**src/rtl/serial_comparator_n_bits_pkg.sv**
```systemverilog
// Shared constants for the serial magnitude comparator: FSM encodings and
// the bit ordering of the {HIGHER, LESS, EQUAL} result flags.
package serial_comparator_n_bits_pkg;

    localparam logic [0:0] ST_IDLE    = 1'b0;
    localparam logic [0:0] ST_COMPARE = 1'b1;

    localparam int FLAG_EQ_BIT = 0;
    localparam int FLAG_LT_BIT = 1;
    localparam int FLAG_GT_BIT = 2;

    typedef logic [2:0] cmp_flags_t;

    // Exactly one flag is set; no recorded difference means equal.
    function automatic cmp_flags_t make_flags(input logic lt, input logic gt);
        cmp_flags_t f;
        f = 3'b000;
        if (gt) begin
            f[FLAG_GT_BIT] = 1'b1;
        end else if (lt) begin
            f[FLAG_LT_BIT] = 1'b1;
        end else begin
            f[FLAG_EQ_BIT] = 1'b1;
        end
        return f;
    endfunction

endpackage

```
**src/rtl/serial_comparator_n_bits_if.sv**
```systemverilog
// Request/result bundle between the operand owner (master) and the
// serial comparator (slave).
interface serial_comparator_n_bits_if #(
    parameter int WIDTH = 16,
    parameter int CHUNK = 4
);
    localparam int NCHUNK = WIDTH / CHUNK;
    localparam int CW     = $clog2(NCHUNK + 1);

    logic             start;
    logic             signed_mode;
    logic [WIDTH-1:0] port_a;
    logic [WIDTH-1:0] port_b;
    logic             busy;
    logic             done;
    logic             equal;
    logic             less;
    logic             higher;
    logic [CW-1:0]    cycles;

    modport master (
        output start, signed_mode, port_a, port_b,
        input  busy, done, equal, less, higher, cycles
    );

    modport slave (
        input  start, signed_mode, port_a, port_b,
        output busy, done, equal, less, higher, cycles
    );

endinterface

```
**src/rtl/serial_comparator_n_bits_chunk.sv**
```systemverilog
// Combinational unsigned compare of one CHUNK-bit slice.
module serial_comparator_n_bits_chunk #(
    parameter int CHUNK = 4
) (
    input  logic [CHUNK-1:0] a_i,
    input  logic [CHUNK-1:0] b_i,
    output logic             eq_o,
    output logic             lt_o,
    output logic             gt_o
);

    assign eq_o = (a_i == b_i);
    assign lt_o = (a_i <  b_i);
    assign gt_o = (a_i >  b_i);

endmodule

```
**src/rtl/serial_comparator_n_bits.sv**
```systemverilog
// MSB-first multi-cycle three-way comparator; one CHUNK-bit slice per clock,
// optional early exit at the first differing slice, signed or unsigned.
module serial_comparator_n_bits
    import serial_comparator_n_bits_pkg::*;
#(
    parameter int WIDTH      = 16,
    parameter int CHUNK      = 4,
    parameter int EARLY_EXIT = 1
) (
    input  logic                       clk_i,
    input  logic                       rst_i,
    serial_comparator_n_bits_if.slave  cmp_if
);

    localparam int NCHUNK = WIDTH / CHUNK;
    localparam int CW     = $clog2(NCHUNK + 1);
    localparam int IW     = (NCHUNK > 1) ? $clog2(NCHUNK) : 1;
    localparam logic [WIDTH-1:0] MSB_MASK = WIDTH'(1) << (WIDTH - 1);

    logic [0:0]       state_q,  state_d;
    logic [WIDTH-1:0] a_q,      a_d;
    logic [WIDTH-1:0] b_q,      b_d;
    logic [IW-1:0]    idx_q,    idx_d;
    logic [CW-1:0]    cnt_q,    cnt_d;
    logic             rec_lt_q, rec_lt_d;
    logic             rec_gt_q, rec_gt_d;
    logic             busy_q,   busy_d;
    logic             done_q,   done_d;
    cmp_flags_t       flags_q,  flags_d;
    logic [CW-1:0]    cycles_q, cycles_d;

    logic [CHUNK-1:0] a_chunk_s;
    logic [CHUNK-1:0] b_chunk_s;
    logic             ch_eq_s;
    logic             ch_lt_s;
    logic             ch_gt_s;
    logic             lt_s;
    logic             gt_s;
    logic             finish_s;

    assign a_chunk_s = a_q[int'(idx_q) * CHUNK +: CHUNK];
    assign b_chunk_s = b_q[int'(idx_q) * CHUNK +: CHUNK];

    serial_comparator_n_bits_chunk #(
        .CHUNK (CHUNK)
    ) u_chunk (
        .a_i  (a_chunk_s),
        .b_i  (b_chunk_s),
        .eq_o (ch_eq_s),
        .lt_o (ch_lt_s),
        .gt_o (ch_gt_s)
    );

    // The first differing chunk decides; later chunks never overwrite it.
    assign lt_s     = (rec_lt_q | rec_gt_q) ? rec_lt_q : ch_lt_s;
    assign gt_s     = (rec_lt_q | rec_gt_q) ? rec_gt_q : ch_gt_s;
    assign finish_s = ((EARLY_EXIT != 0) && (lt_s || gt_s)) || (idx_q == IW'(0));

    // Next-state logic for the FSM, operand registers and result registers.
    always_comb begin
        state_d  = state_q;
        a_d      = a_q;
        b_d      = b_q;
        idx_d    = idx_q;
        cnt_d    = cnt_q;
        rec_lt_d = rec_lt_q;
        rec_gt_d = rec_gt_q;
        busy_d   = busy_q;
        done_d   = 1'b0;
        flags_d  = flags_q;
        cycles_d = cycles_q;
        case (state_q)
            ST_IDLE: begin
                if (cmp_if.start) begin
                    // Flipping both MSBs maps two's complement onto offset
                    // binary, so the unsigned chunk compare stays correct.
                    a_d      = cmp_if.port_a ^ (cmp_if.signed_mode ? MSB_MASK : '0);
                    b_d      = cmp_if.port_b ^ (cmp_if.signed_mode ? MSB_MASK : '0);
                    idx_d    = IW'(NCHUNK - 1);
                    cnt_d    = '0;
                    rec_lt_d = 1'b0;
                    rec_gt_d = 1'b0;
                    busy_d   = 1'b1;
                    state_d  = ST_COMPARE;
                end else begin
                    busy_d   = 1'b0;
                end
            end
            ST_COMPARE: begin
                cnt_d    = cnt_q + CW'(1);
                rec_lt_d = lt_s;
                rec_gt_d = gt_s;
                if (finish_s) begin
                    flags_d  = make_flags(lt_s, gt_s);
                    cycles_d = cnt_q + CW'(1);
                    done_d   = 1'b1;
                    busy_d   = 1'b0;
                    state_d  = ST_IDLE;
                end else begin
                    idx_d    = idx_q - IW'(1);
                end
            end
            default: begin
                busy_d  = 1'b0;
                state_d = ST_IDLE;
            end
        endcase
    end

    // State and output registers with synchronous reset.
    always_ff @(posedge clk_i) begin
        if (rst_i) begin
            state_q  <= ST_IDLE;
            a_q      <= '0;
            b_q      <= '0;
            idx_q    <= '0;
            cnt_q    <= '0;
            rec_lt_q <= 1'b0;
            rec_gt_q <= 1'b0;
            busy_q   <= 1'b0;
            done_q   <= 1'b0;
            flags_q  <= 3'b000;
            cycles_q <= '0;
        end else begin
            state_q  <= state_d;
            a_q      <= a_d;
            b_q      <= b_d;
            idx_q    <= idx_d;
            cnt_q    <= cnt_d;
            rec_lt_q <= rec_lt_d;
            rec_gt_q <= rec_gt_d;
            busy_q   <= busy_d;
            done_q   <= done_d;
            flags_q  <= flags_d;
            cycles_q <= cycles_d;
        end
    end

    assign cmp_if.busy   = busy_q;
    assign cmp_if.done   = done_q;
    assign cmp_if.equal  = flags_q[FLAG_EQ_BIT];
    assign cmp_if.less   = flags_q[FLAG_LT_BIT];
    assign cmp_if.higher = flags_q[FLAG_GT_BIT];
    assign cmp_if.cycles = cycles_q;

endmodule

```
**src/flat_wrapper.sv**
```systemverilog
// flat-port wrapper written by rule: the top's interface ports become plain ports
module serial_comparator_n_bits_flat import serial_comparator_n_bits_pkg::*;
#(
    parameter int WIDTH      = 16,
    parameter int CHUNK      = 4,
    parameter int EARLY_EXIT = 1
)
  (clk_i, rst_i, cmp_if_start, cmp_if_signed_mode, cmp_if_port_a, cmp_if_port_b, cmp_if_busy, cmp_if_done, cmp_if_equal, cmp_if_less, cmp_if_higher, cmp_if_cycles);
  serial_comparator_n_bits_if #(.WIDTH(WIDTH), .CHUNK(CHUNK)) cmp_if_i ();
  input  logic clk_i;
  input  logic rst_i;
  input wire logic [$bits(cmp_if_i.start)-1:0] cmp_if_start;
  input wire logic [$bits(cmp_if_i.signed_mode)-1:0] cmp_if_signed_mode;
  input wire logic [$bits(cmp_if_i.port_a)-1:0] cmp_if_port_a;
  input wire logic [$bits(cmp_if_i.port_b)-1:0] cmp_if_port_b;
  output wire logic [$bits(cmp_if_i.busy)-1:0] cmp_if_busy;
  output wire logic [$bits(cmp_if_i.done)-1:0] cmp_if_done;
  output wire logic [$bits(cmp_if_i.equal)-1:0] cmp_if_equal;
  output wire logic [$bits(cmp_if_i.less)-1:0] cmp_if_less;
  output wire logic [$bits(cmp_if_i.higher)-1:0] cmp_if_higher;
  output wire logic [$bits(cmp_if_i.cycles)-1:0] cmp_if_cycles;
  assign cmp_if_i.start = cmp_if_start;
  assign cmp_if_i.signed_mode = cmp_if_signed_mode;
  assign cmp_if_i.port_a = cmp_if_port_a;
  assign cmp_if_i.port_b = cmp_if_port_b;
  assign cmp_if_busy = cmp_if_i.busy;
  assign cmp_if_done = cmp_if_i.done;
  assign cmp_if_equal = cmp_if_i.equal;
  assign cmp_if_less = cmp_if_i.less;
  assign cmp_if_higher = cmp_if_i.higher;
  assign cmp_if_cycles = cmp_if_i.cycles;
  serial_comparator_n_bits #(.WIDTH(WIDTH), .CHUNK(CHUNK), .EARLY_EXIT(EARLY_EXIT)) u_core (.clk_i(clk_i), .rst_i(rst_i), .cmp_if(cmp_if_i));
endmodule
```
**config.mk**
```make
export PLATFORM = sky130hd
export DESIGN_NAME = serial_comparator_n_bits_flat
export DESIGN_NICKNAME = d
export VERILOG_FILES = /design/src/rtl/serial_comparator_n_bits_pkg.sv /design/src/rtl/serial_comparator_n_bits_if.sv /design/src/rtl/serial_comparator_n_bits_chunk.sv /design/src/rtl/serial_comparator_n_bits.sv /design/src/flat_wrapper.sv
export SDC_FILE = /design/constraint.sdc
export NUM_CORES = 1
export LEC_CHECK = 0
export CORE_MARGIN = 10
export CORE_UTILIZATION = 54
export DETAILED_ROUTE_END_ITERATION = 10
export PLACE_DENSITY = 0.95
export SKIP_CTS_REPAIR_TIMING = 1
export SLEW_MARGIN = 15
export SYNTH_ARGS = -nofsm -noshare
export SYNTH_HDL_FRONTEND = slang
export SYNTH_SLANG_ARGS = --single-unit
```
**constraint.sdc**
```tcl
create_clock -name clk_i -period 4.7 [get_ports clk_i]
set_input_delay 0.94 -clock clk_i [delete_from_list [all_inputs] [get_ports clk_i]]
set_output_delay 0.94 -clock clk_i [all_outputs]
set_load 0.01 [all_outputs]
```
-- Word level (Yosys, flattened, before mapping)
Index checks and enable logic that the tools add are counted.
- flip-flop bits (word level): 48
- input port bits: 36
- shift-type cells: 2
- multiplexer cells: 21
- $add $sub $neg: 2
- reduce and logical (&&, ||, !) cells: 7
- bitwise operators: 4
- order comparisons: 2
- equality and inequality tests: 3
- operators with widths (operator ; count):
    indexed part select 16 x 5 -> 4 bit ; 2
    XOR 16 bit ; 2
    two-way mux 16 bit ; 1
    two-way mux 1 bit ; 10
    one-hot mux 1 bit (2 select lines) ; 4
    two-way mux 2 bit ; 3
    != test 2 bit, second input constant ; 3
    one-hot mux 3 bit (2 select lines) ; 1
    AND reduction 2 bit ; 3
    greater-than comparator 4 bit ; 1
    less-than comparator 4 bit ; 1
    one-hot mux 2 bit (2 select lines) ; 1
    adder 3 x 1 -> 3 bit, second input constant ; 1
    two-way mux 3 bit ; 1
    zero test 2 bit ; 1
    logical OR 1 bit ; 2
    OR reduction 2 bit ; 1
    subtractor 2 x 1 -> 2 bit, second input constant ; 1
    NOT 1 bit ; 1
    OR 1 bit ; 1

-- Logic depth before layout (Yosys ltp)
Gate-level depths: netlist of the first run.
- depth in word-level cells: 7
- gate-level depth with buffers: 8
- mapped depth without buffers: 7

-- Cells and area by module
From an unflattened synthesis of the first run, not the netlist that was laid out.
- cells, all modules: 239
- area total of the unflattened synthesis: 2107.0 um2
- modules (own cells, without submodules) (module ; area an instance (um2) ; times used ; cells each):
    serial_comparator_n_bits ; 1978.1 ; 1 ; 223
    serial_comparator_n_bits_chunk ; 128.9 ; 1 ; 16

-- Least setup slack after synthesis of the first run
OpenSTA, ideal clock, no wires.
- kind: register -> register
- from: register u_core.idx_q[0]
- to: register u_core.cycles_q[0], in the netlist u_core.cmp_if.cycles[0]
- required time: 4.584 ns
- period minus slack after synthesis: 2.416 ns
- slack: 2.284 ns
- cell stages (with the launch flop): 8
- arrival: 2.300 ns
- library setup time: 0.116 ns
- path through: dfxtp_1 > buf_2 > mux4_2 > ha_1 > nand4_2 > a311oi_4 > a21boi_2 > o211a_1
- cells in the longest elaborated chain, start to end: 6
- elaborated cells between the ends (all ways): 10
- RTL lines (item ; line ; text):
    start: declaration ; serial_comparator_n_bits.sv:23 ; logic [IW-1:0] idx_q, idx_d;
    start signal: assignment ; serial_comparator_n_bits.sv:128 ; idx_q <= idx_d;
    indexed part select 16 x 5 -> 4 bit, on equally long branches ; serial_comparator_n_bits.sv:41, serial_comparator_n_bits.sv:42 ;
    less-than comparator 4 bit / greater-than comparator 4 bit (equally long branches) ; serial_comparator_n_bits_chunk.sv:13, serial_comparator_n_bits_chunk.sv:14 ;
    two-way mux 1 bit, on equally long branches ; serial_comparator_n_bits.sv:55, serial_comparator_n_bits.sv:56 ;
    logical OR 1 bit ; serial_comparator_n_bits.sv:57 ; assign finish_s = ((EARLY_EXIT != 0) && (lt_s || gt_s)) || (idx_q == IW'(0));
    logical OR 1 bit * ; serial_comparator_n_bits.sv:57 ;
    AND reduction 2 bit (no source line) * ; - ;
    end signal: assignment ; serial_comparator_n_bits.sv:135 ; cycles_q <= cycles_d;
    end: declaration ; serial_comparator_n_bits.sv:30 ; logic [CW-1:0] cycles_q, cycles_d;
Every way passes the cells marked *; elsewhere a longest branch is shown, timed or not.
A chain may end at the register's enable or synchronous reset.

-- Final worst setup path of the first run
- from: register u_core.idx_q[0]
- to: register u_core.idx_q[1]
- cells in the longest elaborated chain, start to end: 7
- elaborated cells between the ends (all ways): 14
- RTL lines (item ; line):
    indexed part select 16 x 5 -> 4 bit, on equally long branches ; serial_comparator_n_bits.sv:41, serial_comparator_n_bits.sv:42
    less-than comparator 4 bit / greater-than comparator 4 bit (equally long branches) ; serial_comparator_n_bits_chunk.sv:13, serial_comparator_n_bits_chunk.sv:14
    two-way mux 1 bit, on equally long branches ; serial_comparator_n_bits.sv:55, serial_comparator_n_bits.sv:56
    logical OR 1 bit (2 in series) ; serial_comparator_n_bits.sv:57
    != test 2 bit (no source line) ; -
    AND reduction 2 bit (no source line) ; -
Parallel ways exist; a longest one is shown, timed or not. The select of a mux whose other input is x is not followed.

==> summary.md, run 1 <==
| Metric | Value |
|---|---|
| Worst Path Required | `slightly below 5 ns` |
| GR Overflow Total | `0` |
| Worst clock skew | `0.007966 ns` |
| Cell Rows | `22` |
| Worst r2r path cells | `6` |
| I/O pin cnt | `44` |
| Routed WL | `5.119 mm` |
| Final setup viols | `0` |
| Clk sinks | `48` |
| First-pass GRT wire length | `8.286 mm` |
| Slew @ Worst Pin | `roughly 1.1 ns` |
| Ant. Diodes | `0` |
| Synth warnings | `0` |
| Antenna violations before repair | `0` |
| RR Startpoint | `u_core.idx_q[0]$_SDFFE_PP0P_` |
| Post-Syn Area per Cell | `8.968 µm²` |
| Die X | `83 µm` |
| Final hold vios | `0` |
| Top cell type's share of synthesized area | `0.4483` |
| Hold Path Cell Cnt | `2` |
| CTS Buffer Depth | `2` |
| FMAX | `0.3504 GHz` |
| Clock latency on the worst-skew pair | `0.30 ns` |
| Initial core utilization | `0.5725` |
| Detailed Route Iter0 Violations | `between 100 and 150` |
| R2R Setup Slk | `around 1.8 ns` |
| Number of port buffers | `43` |
| Number of global-route vias before repair | `between 1,500 and 2,000` |
| Hold Crit Class | `reg -> reg` |
| GR Util All Layers | `0.1426` |
| Leak Pwr | `1.006 nW` |
| Max VDD drop | `roughly 0.24 mV` |
| Num CTS Buffers | `5` |
| # H-tree levels | `2` |
| Die Y | `~83 µm` |
| Remaining DRCs | `0` |
| Crit path capture type | `register` |
| Final cycle utilization of the critical path | `0.6072` |
| Crit path DAT | `~3.1 ns` |
| HP Start | `u_core.b_q[4]$_SDFFE_PP0P_` |
| Area occupied by registers | `960.9 µm²` |
| Synth area leaders | `dfxtp_1, nand2_1, a21oi_1` |
| R2R Path End | `u_core.idx_q[1]$_SDFFE_PP0P_` |
| WL/cell | `approximately 16 µm` |
| Via count | `around 1,800` |
| Unrepaired setup endpoints after global routing | `no` |
| Max-slew headroom | `0.2838` |
| Max_cap viols | `0` |
| Clock slew at reported path FFs | `approximately 0.080 ns` |
| Design Area, Final | `roughly 2700 µm²` |
| Gate Count Post-Synth | `239` |
| Area Growth Syn to Fin | `24.93%` |
| Fin. max-slew vios | `0` |
| Drt pass-1 iters | `4` |
| Post-route ant nets | `0` |
| Crit-path max FO | `11` |
| Final Critical Period | `2.854 ns` |
| WHS Endpoint | `u_core.b_q[4]$_SDFFE_PP0P_` |
| Synth unique cells | `37` |
| Drt via density | `5.542` |
| DP HPWL | `3.657 mm` |
| Placed Area | `2582 µm²` |
| Mapped cell area | `2143 µm²` |
| Critical Path Start Type | `register` |
| Status | `completed` |
| RePlAce Congestion | `0.7763` |
| Seq/Total Area, Yosys | `0.4483` |
| Die Footprint | `~7000 µm²` |
| Top cell type by total area after synthesis | `dfxtp_1` |
| Mapped Nets | `between 200 and 300` |
| Multi-input logic area | `1087 µm²` |
| Total negative slack | `0 ns` |
| Root Driver | `clkbuf_8` |
| Largest net degree at the start of global routing | `36` |
| Layout cells sized above 1 | `0.09091` |
| Fill cell count | `290` |
| Synthesis-stage register bit count | `48` |
| Setup Crit Path Kind | `reg -> reg` |
| Layout Nets | `~320` |
| CTS tree | `built` |
| Pwr dens | `345.0 nW/µm²` |
| Core footprint | `3744 µm²` |
==> worst max-delay path, cell delays in order (launching register included) <==
cell      delay [ns]
dfxtp_1         0.72
mux4_2          0.58
ha_1            0.39
nand4_2         0.18
a311oi_4        0.47
nand3_4         0.14
a311oi_2        0.29
==> stage by stage <==
step	hold slack [ns]	instances	worst slack, ns	total power [W]	util
6_report	0.4574	323	1.846	0.0009238	0.7152
3_3_place_gp	0.4391	315	1.802	0.0006674	0.6898
4_1_cts	0.4561	323	1.839	0.0009286	0.7139
2_1_floorplan	0.4331	239	2.284	0.0006025	-
5_1_grt	0.4684	323	1.714	0.0009647	0.7152
3_5_place_dp	0.4444	315	1.700	0.0006795	0.6898
==> layout make-up <==
| cell class | count | share of cell area |
|---|---|---|
| flip-flops and latches | 48 | 0.3589 |
| repair buffers | 45 | 0.1664 |
| inverters | 9 | 0.01262 |
| clock buffers | 8 | 0.03364 |
| multi-input cells | 165 | 0.4061 |
| well taps | 48 | 0.02243 |
==> sequential cells by signal, indices dropped and copies added, names as in the netlist <==
| register | flops |
|---|---|
| u_core.cmp_if.busy | 1 |
| u_core.cmp_if.cycles | 3 |
| u_core.a_q | 16 |
| u_core.flags_q | 3 |
| u_core.b_q | 16 |
| u_core.rec_gt_q | 1 |
| u_core.cmp_if.done | 1 |
| u_core.cnt_q | 3 |
| u_core.rec_lt_q | 1 |
| u_core.idx_q | 2 |
| u_core.state_q | 1 |
==> cell families after synthesis <==
group | Yosys count | synth area share
compound gates | 56 | 0.1740
simple gates | 90 | 0.1892
mux | 10 | 0.09340
xor+xnor | 3 | 0.01226
buf+inv | 26 | 0.04787
fa+ha+maj | 6 | 0.03503
flops | 48 | 0.4483
==> placed cells by master (no fill, tap or decap), drive strengths merged, types with 2 or more instances in the layout <==
master,netlist,routed
o211ai,2,2
clkbuf,12,8
nand2b,3,3
buf,5,2
mux4,8,8
nor2,7,7
a32o,2,2
nor2b,2,2
xnor2,3,3
inv,9,9
or2,2,2
dfxtp,48,48
ha,6,6
a311oi,2,2
mux2i,2,2
nand2,67,67
clkdlybuf4s50,0,43
o211a,2,2
and4,2,2
a21oi,39,39
a211oi,4,4
nand4,2,2
==> how the worst max path moves through the flow <==
stage                                                      end                          from  slack, ns
after CTS                 u_core.cmp_if.cycles[2]$_SDFFE_PP0P_  u_core.idx_q[0]$_SDFFE_PP0P_       1.84
after global placement            u_core.idx_q[0]$_SDFFE_PP0P_                  cmp_if_start       1.80
after floorplan           u_core.cmp_if.cycles[0]$_SDFFE_PP0P_  u_core.idx_q[0]$_SDFFE_PP0P_       2.28
final                             u_core.idx_q[1]$_SDFFE_PP0P_  u_core.idx_q[0]$_SDFFE_PP0P_       1.85
after global routing              u_core.idx_q[1]$_SDFFE_PP0P_  u_core.idx_q[0]$_SDFFE_PP0P_       1.71
after detailed placement           u_core.b_q[15]$_SDFFE_PP0P_                  cmp_if_start       1.70
==> power breakdown <==
part | switching [W] | internal (W) | leakage [nW]
clock | 0.000130 | 0.000120 | 0.0455
sequential | 0.0000280 | 0.000436 | 0.394
combinational | 0.000104 | 0.000105 | 0.566
==> synthesized netlist by cell type <==
| cell | count |
|---|---|
| a311o_1 | 1 |
| nand4b_1 | 1 |
| nand4_1 | 1 |
| or2_2 | 1 |
| a21oi_1 | 38 |
| ha_1 | 6 |
| a211oi_2 | 1 |
| clkbuf_1 | 12 |
| o211a_1 | 2 |
| mux4_2 | 8 |
| o32ai_1 | 1 |
| a21o_1 | 1 |
| nand2b_1 | 3 |
| a311oi_2 | 1 |
| nor3b_1 | 1 |
| dfxtp_1 | 48 |
| nand4_2 | 1 |
| mux2i_1 | 2 |
| xnor2_1 | 3 |
| a21oi_2 | 1 |
| a311oi_4 | 1 |
| o21ai_0 | 1 |
| or2_1 | 1 |
| o211ai_1 | 2 |
| inv_1 | 9 |
| a32o_1 | 2 |
| nor2b_1 | 2 |
| and4_1 | 2 |
| buf_1 | 1 |
| nand3_4 | 1 |
| a211oi_1 | 3 |
| nand3b_1 | 1 |
| a21boi_2 | 1 |
| and2_1 | 1 |
| nor2_1 | 7 |
| nand2_1 | 67 |
| buf_2 | 4 |
==> metal layers <==
metal | share of wire | GRT usage | routed length, µm
met1 | 0.41 | 0.1551 | 2119
met2 | 0.52 | 0.2486 | 2637
met3 | 0.053 | 0.04785 | 272
met4 | 0.018 | 0.05385 | 90
met5 | 0 | 0 | 0
Note: power is estimated with default switching activity, not from simulation.
==> run 2: changes to the inputs <==
--- a/config.mk
+++ b/config.mk
@@ -6,9 +6,9 @@
 export NUM_CORES = 1
 export LEC_CHECK = 0
 export CORE_MARGIN = 10
-export CORE_UTILIZATION = 54
+export CORE_UTILIZATION = 50
 export DETAILED_ROUTE_END_ITERATION = 10
-export PLACE_DENSITY = 0.95
+export PLACE_DENSITY = 0.89
 export SKIP_CTS_REPAIR_TIMING = 1
 export SLEW_MARGIN = 15
 export SYNTH_ARGS = -nofsm -noshare
==> constraint.sdc (replaced) <==
create_clock -name clk_i -period 2.8 [get_ports clk_i]
set_input_delay 0.56 -clock clk_i [delete_from_list [all_inputs] [get_ports clk_i]]
set_output_delay 0.56 -clock clk_i [all_outputs]
set_load 0.01 [all_outputs]
==> summary.md, run 2 (same netlist as run 1, synthesis figures left out) <==
| Metric | Value |
|---|---|
| Status | `completed` |
| CTS Buffer Depth | `2 (unchanged)` |
| Clock slew at reported path FFs | `0.08 ns (about the same)` |
| Clk sinks | `48 (unchanged)` |
| Slew @ Worst Pin | `0.6917 ns (-0.3793 ns)` |
| Final cycle utilization of the critical path | `0.9294 (+0.3222)` |
| Root Driver | `clkbuf_8` |
| Pwr dens | `575.6 nW/µm² (+67%)` |
| Critical Path Start Type | `register` |
| Max VDD drop | `0.3374 mV (+40%)` |
| Final setup viols | `0 (unchanged)` |
| Worst clock skew | `0.004134 ns (-0.003832 ns)` |
| Fin util | `0.6635 (-0.05174)` |
| Post-route ant nets | `0 (unchanged)` |
| Setup Crit Path Kind | `reg -> reg` |
| Crit-path max FO | `7 (-4)` |
| Remaining DRCs | `0 (unchanged)` |
| Commonest non-fill, non-tap cell in the layout | `nand2_1` |
| Fin. max-slew vios | `0 (unchanged)` |
| DP HPWL | `3.696 mm (+1.0%)` |
| RePlAce Congestion | `0.8510 (+9.6%)` |
| Total negative slack | `0 ns (unchanged)` |
| Largest net degree at the start of global routing | `36 (unchanged)` |
| Final Critical Period | `2.602 ns (-0.2514 ns)` |
| Die X | `85.47 µm (+3.0%)` |
| Core footprint | `4086 µm² (+9.2%)` |
| I/O pin cnt | `44 (unchanged)` |
| Multi-input logic area | `1082 µm² (-0.46%)` |
| Number of port buffers | `43 (unchanged)` |
| Crit path DAT | `2.82 ns (-0.25 ns)` |
| Drt via density | `5.412 (-2.3%)` |
| Max_cap viols | `0 (unchanged)` |
| Max-slew headroom | `0.5382 (+0.2545)` |
| Crit-path cells | `mux4_2, ha_1, nand4_2, a311oi_4, nand3_4, a311oi_2` |
| Initial core utilization | `0.5245 (-0.04803)` |
| # H-tree levels | `2 (unchanged)` |
| Unrepaired setup endpoints after global routing | `no` |
| FMAX | `0.3843 GHz (+9.7%)` |
| Worst Path Required | `3.02 ns (-1.90 ns)` |
| First-pass GRT wire length | `8.038 mm (-3.0%)` |
| Clock latency on the worst-skew pair | `0.30 ns (about the same)` |
| Fill cell count | `323 (+11%)` |
| Ant. Diodes | `0 (unchanged)` |
| Power Total | `0.001561 W (+69%)` |
| Die Footprint | `7305 µm² (+6.0%)` |
| Detailed Route Iter0 Violations | `147 (+4.3%)` |
| Layout cells sized above 1 | `0.1079 (+0.01700)` |
| Cell Rows | `23 (+4.5%)` |
| Crit path capture type | `register` |
| Layout Nets | `320 (+1.3%)` |
| R2R Setup Slk | `0.20 ns (-1.65 ns)` |
| Antenna violations before repair | `0 (unchanged)` |
| Final hold vios | `0 (unchanged)` |
| Drt pass-1 iters | `5 (+1)` |
| Leading cell types in the layout, fill and taps excluded | `nand2_1, dfxtp_1, clkdlybuf4s50_1` |
| Num CTS Buffers | `5 (unchanged)` |
| Regs by FF count | `u_core.a_q (16), u_core.b_q (16)` |
| Slowest stage cell on the critical path | `mux4_2` |
| Hold Crit Class | `reg -> reg` |
| Area occupied by registers | `960.9 µm² (unchanged)` |
| Via count | `1,775 (-0.84%)` |
| WL/cell | `14.68 µm (-7.4%)` |
| Routed WL | `4.816 mm (-5.9%)` |
| Leak Pwr | `1.026 nW (+2.0%)` |
| Die Y | `85.47 µm (+3.0%)` |
| Area Growth Syn to Fin | `26.50%` |
| Critical Path Max Stage Delay | `0.56 ns (-0.16 ns)` |
| Number of global-route vias before repair | `1,812 (+2.1%)` |
| CTS tree | `built` |
| Hold slack | `0.4547 ns (-0.002734 ns)` |
| GR Overflow Total | `0 (unchanged)` |
| GR Util All Layers | `0.1335 (-0.009178)` |
[run 2: stage by stage]
stage               worst slack, ns  area, µm²  std cells
global placement             0.3178       2615        321
finish                       0.1976       2711        328
floorplan                    0.3840       2143        239
CTS                          0.1931       2711        328
global route               0.009793       2711        328
detailed placement           0.2295       2615        321
[run 2: cell type report]
cell class | count | area share
Sequential cell | 48 | 0.3544
Tap cell | 50 | 0.02307
Clock buffer | 7 | 0.03553
Inverter | 9 | 0.01246
Timing Repair Buffer | 49 | 0.1754
Multi-Input combinational cell | 165 | 0.3992
[run 2: critical path, delay by kind of cell (launching register included)]
family	cells	cell delay (ns)
AO/OA/AOI/OAI	2	0.75
multiplexers	1	0.56
flip-flops	1	0.55
adder cells (fa/ha/maj)	1	0.36
AND/OR/NAND/NOR	2	0.30
[run 2: report_power, final]
part           internal (W)  total, W  switching (W)
logic              0.000181  0.000355       0.000175
registers          0.000732  0.000773      0.0000408
clock network      0.000220  0.000433       0.000213
[run 2: path summary, 6_finish.rpt]
| path | cells after the start | to | start |
|---|---|---|---|
| setup / recovery | 6 | u_core.idx_q[1]$_SDFFE_PP0P_ | u_core.idx_q[0]$_SDFFE_PP0P_ |
| hold / removal | 2 | u_core.b_q[13]$_SDFFE_PP0P_ | u_core.b_q[13]$_SDFFE_PP0P_ |
| setup reg to reg | 6 | u_core.idx_q[1]$_SDFFE_PP0P_ | u_core.idx_q[0]$_SDFFE_PP0P_ |
| hold reg to reg | 2 | u_core.b_q[13]$_SDFFE_PP0P_ | u_core.b_q[13]$_SDFFE_PP0P_ |
[run 2: metal layers]
metal  GRT usage  up-vias  part of all wire  routed length [µm]
met5           0        -                 0                   0
met4     0.07186        0             0.026                 126
met3     0.03346       11             0.058                 281
met2      0.2330       55              0.50                2391
met1      0.1439      809              0.42                2016
li1            -      900                 -                   -
==> run 3: changes to the inputs <==
--- a/config.mk
+++ b/config.mk
@@ -5,6 +5,7 @@
 export SDC_FILE = /design/constraint.sdc
 export NUM_CORES = 1
 export LEC_CHECK = 0
+export CAP_MARGIN = 25
 export CORE_MARGIN = 10
 export CORE_UTILIZATION = 50
 export DETAILED_ROUTE_END_ITERATION = 10
==> results of run 3 <==
Final layout, timing and power as in run 2 (identical DEF).
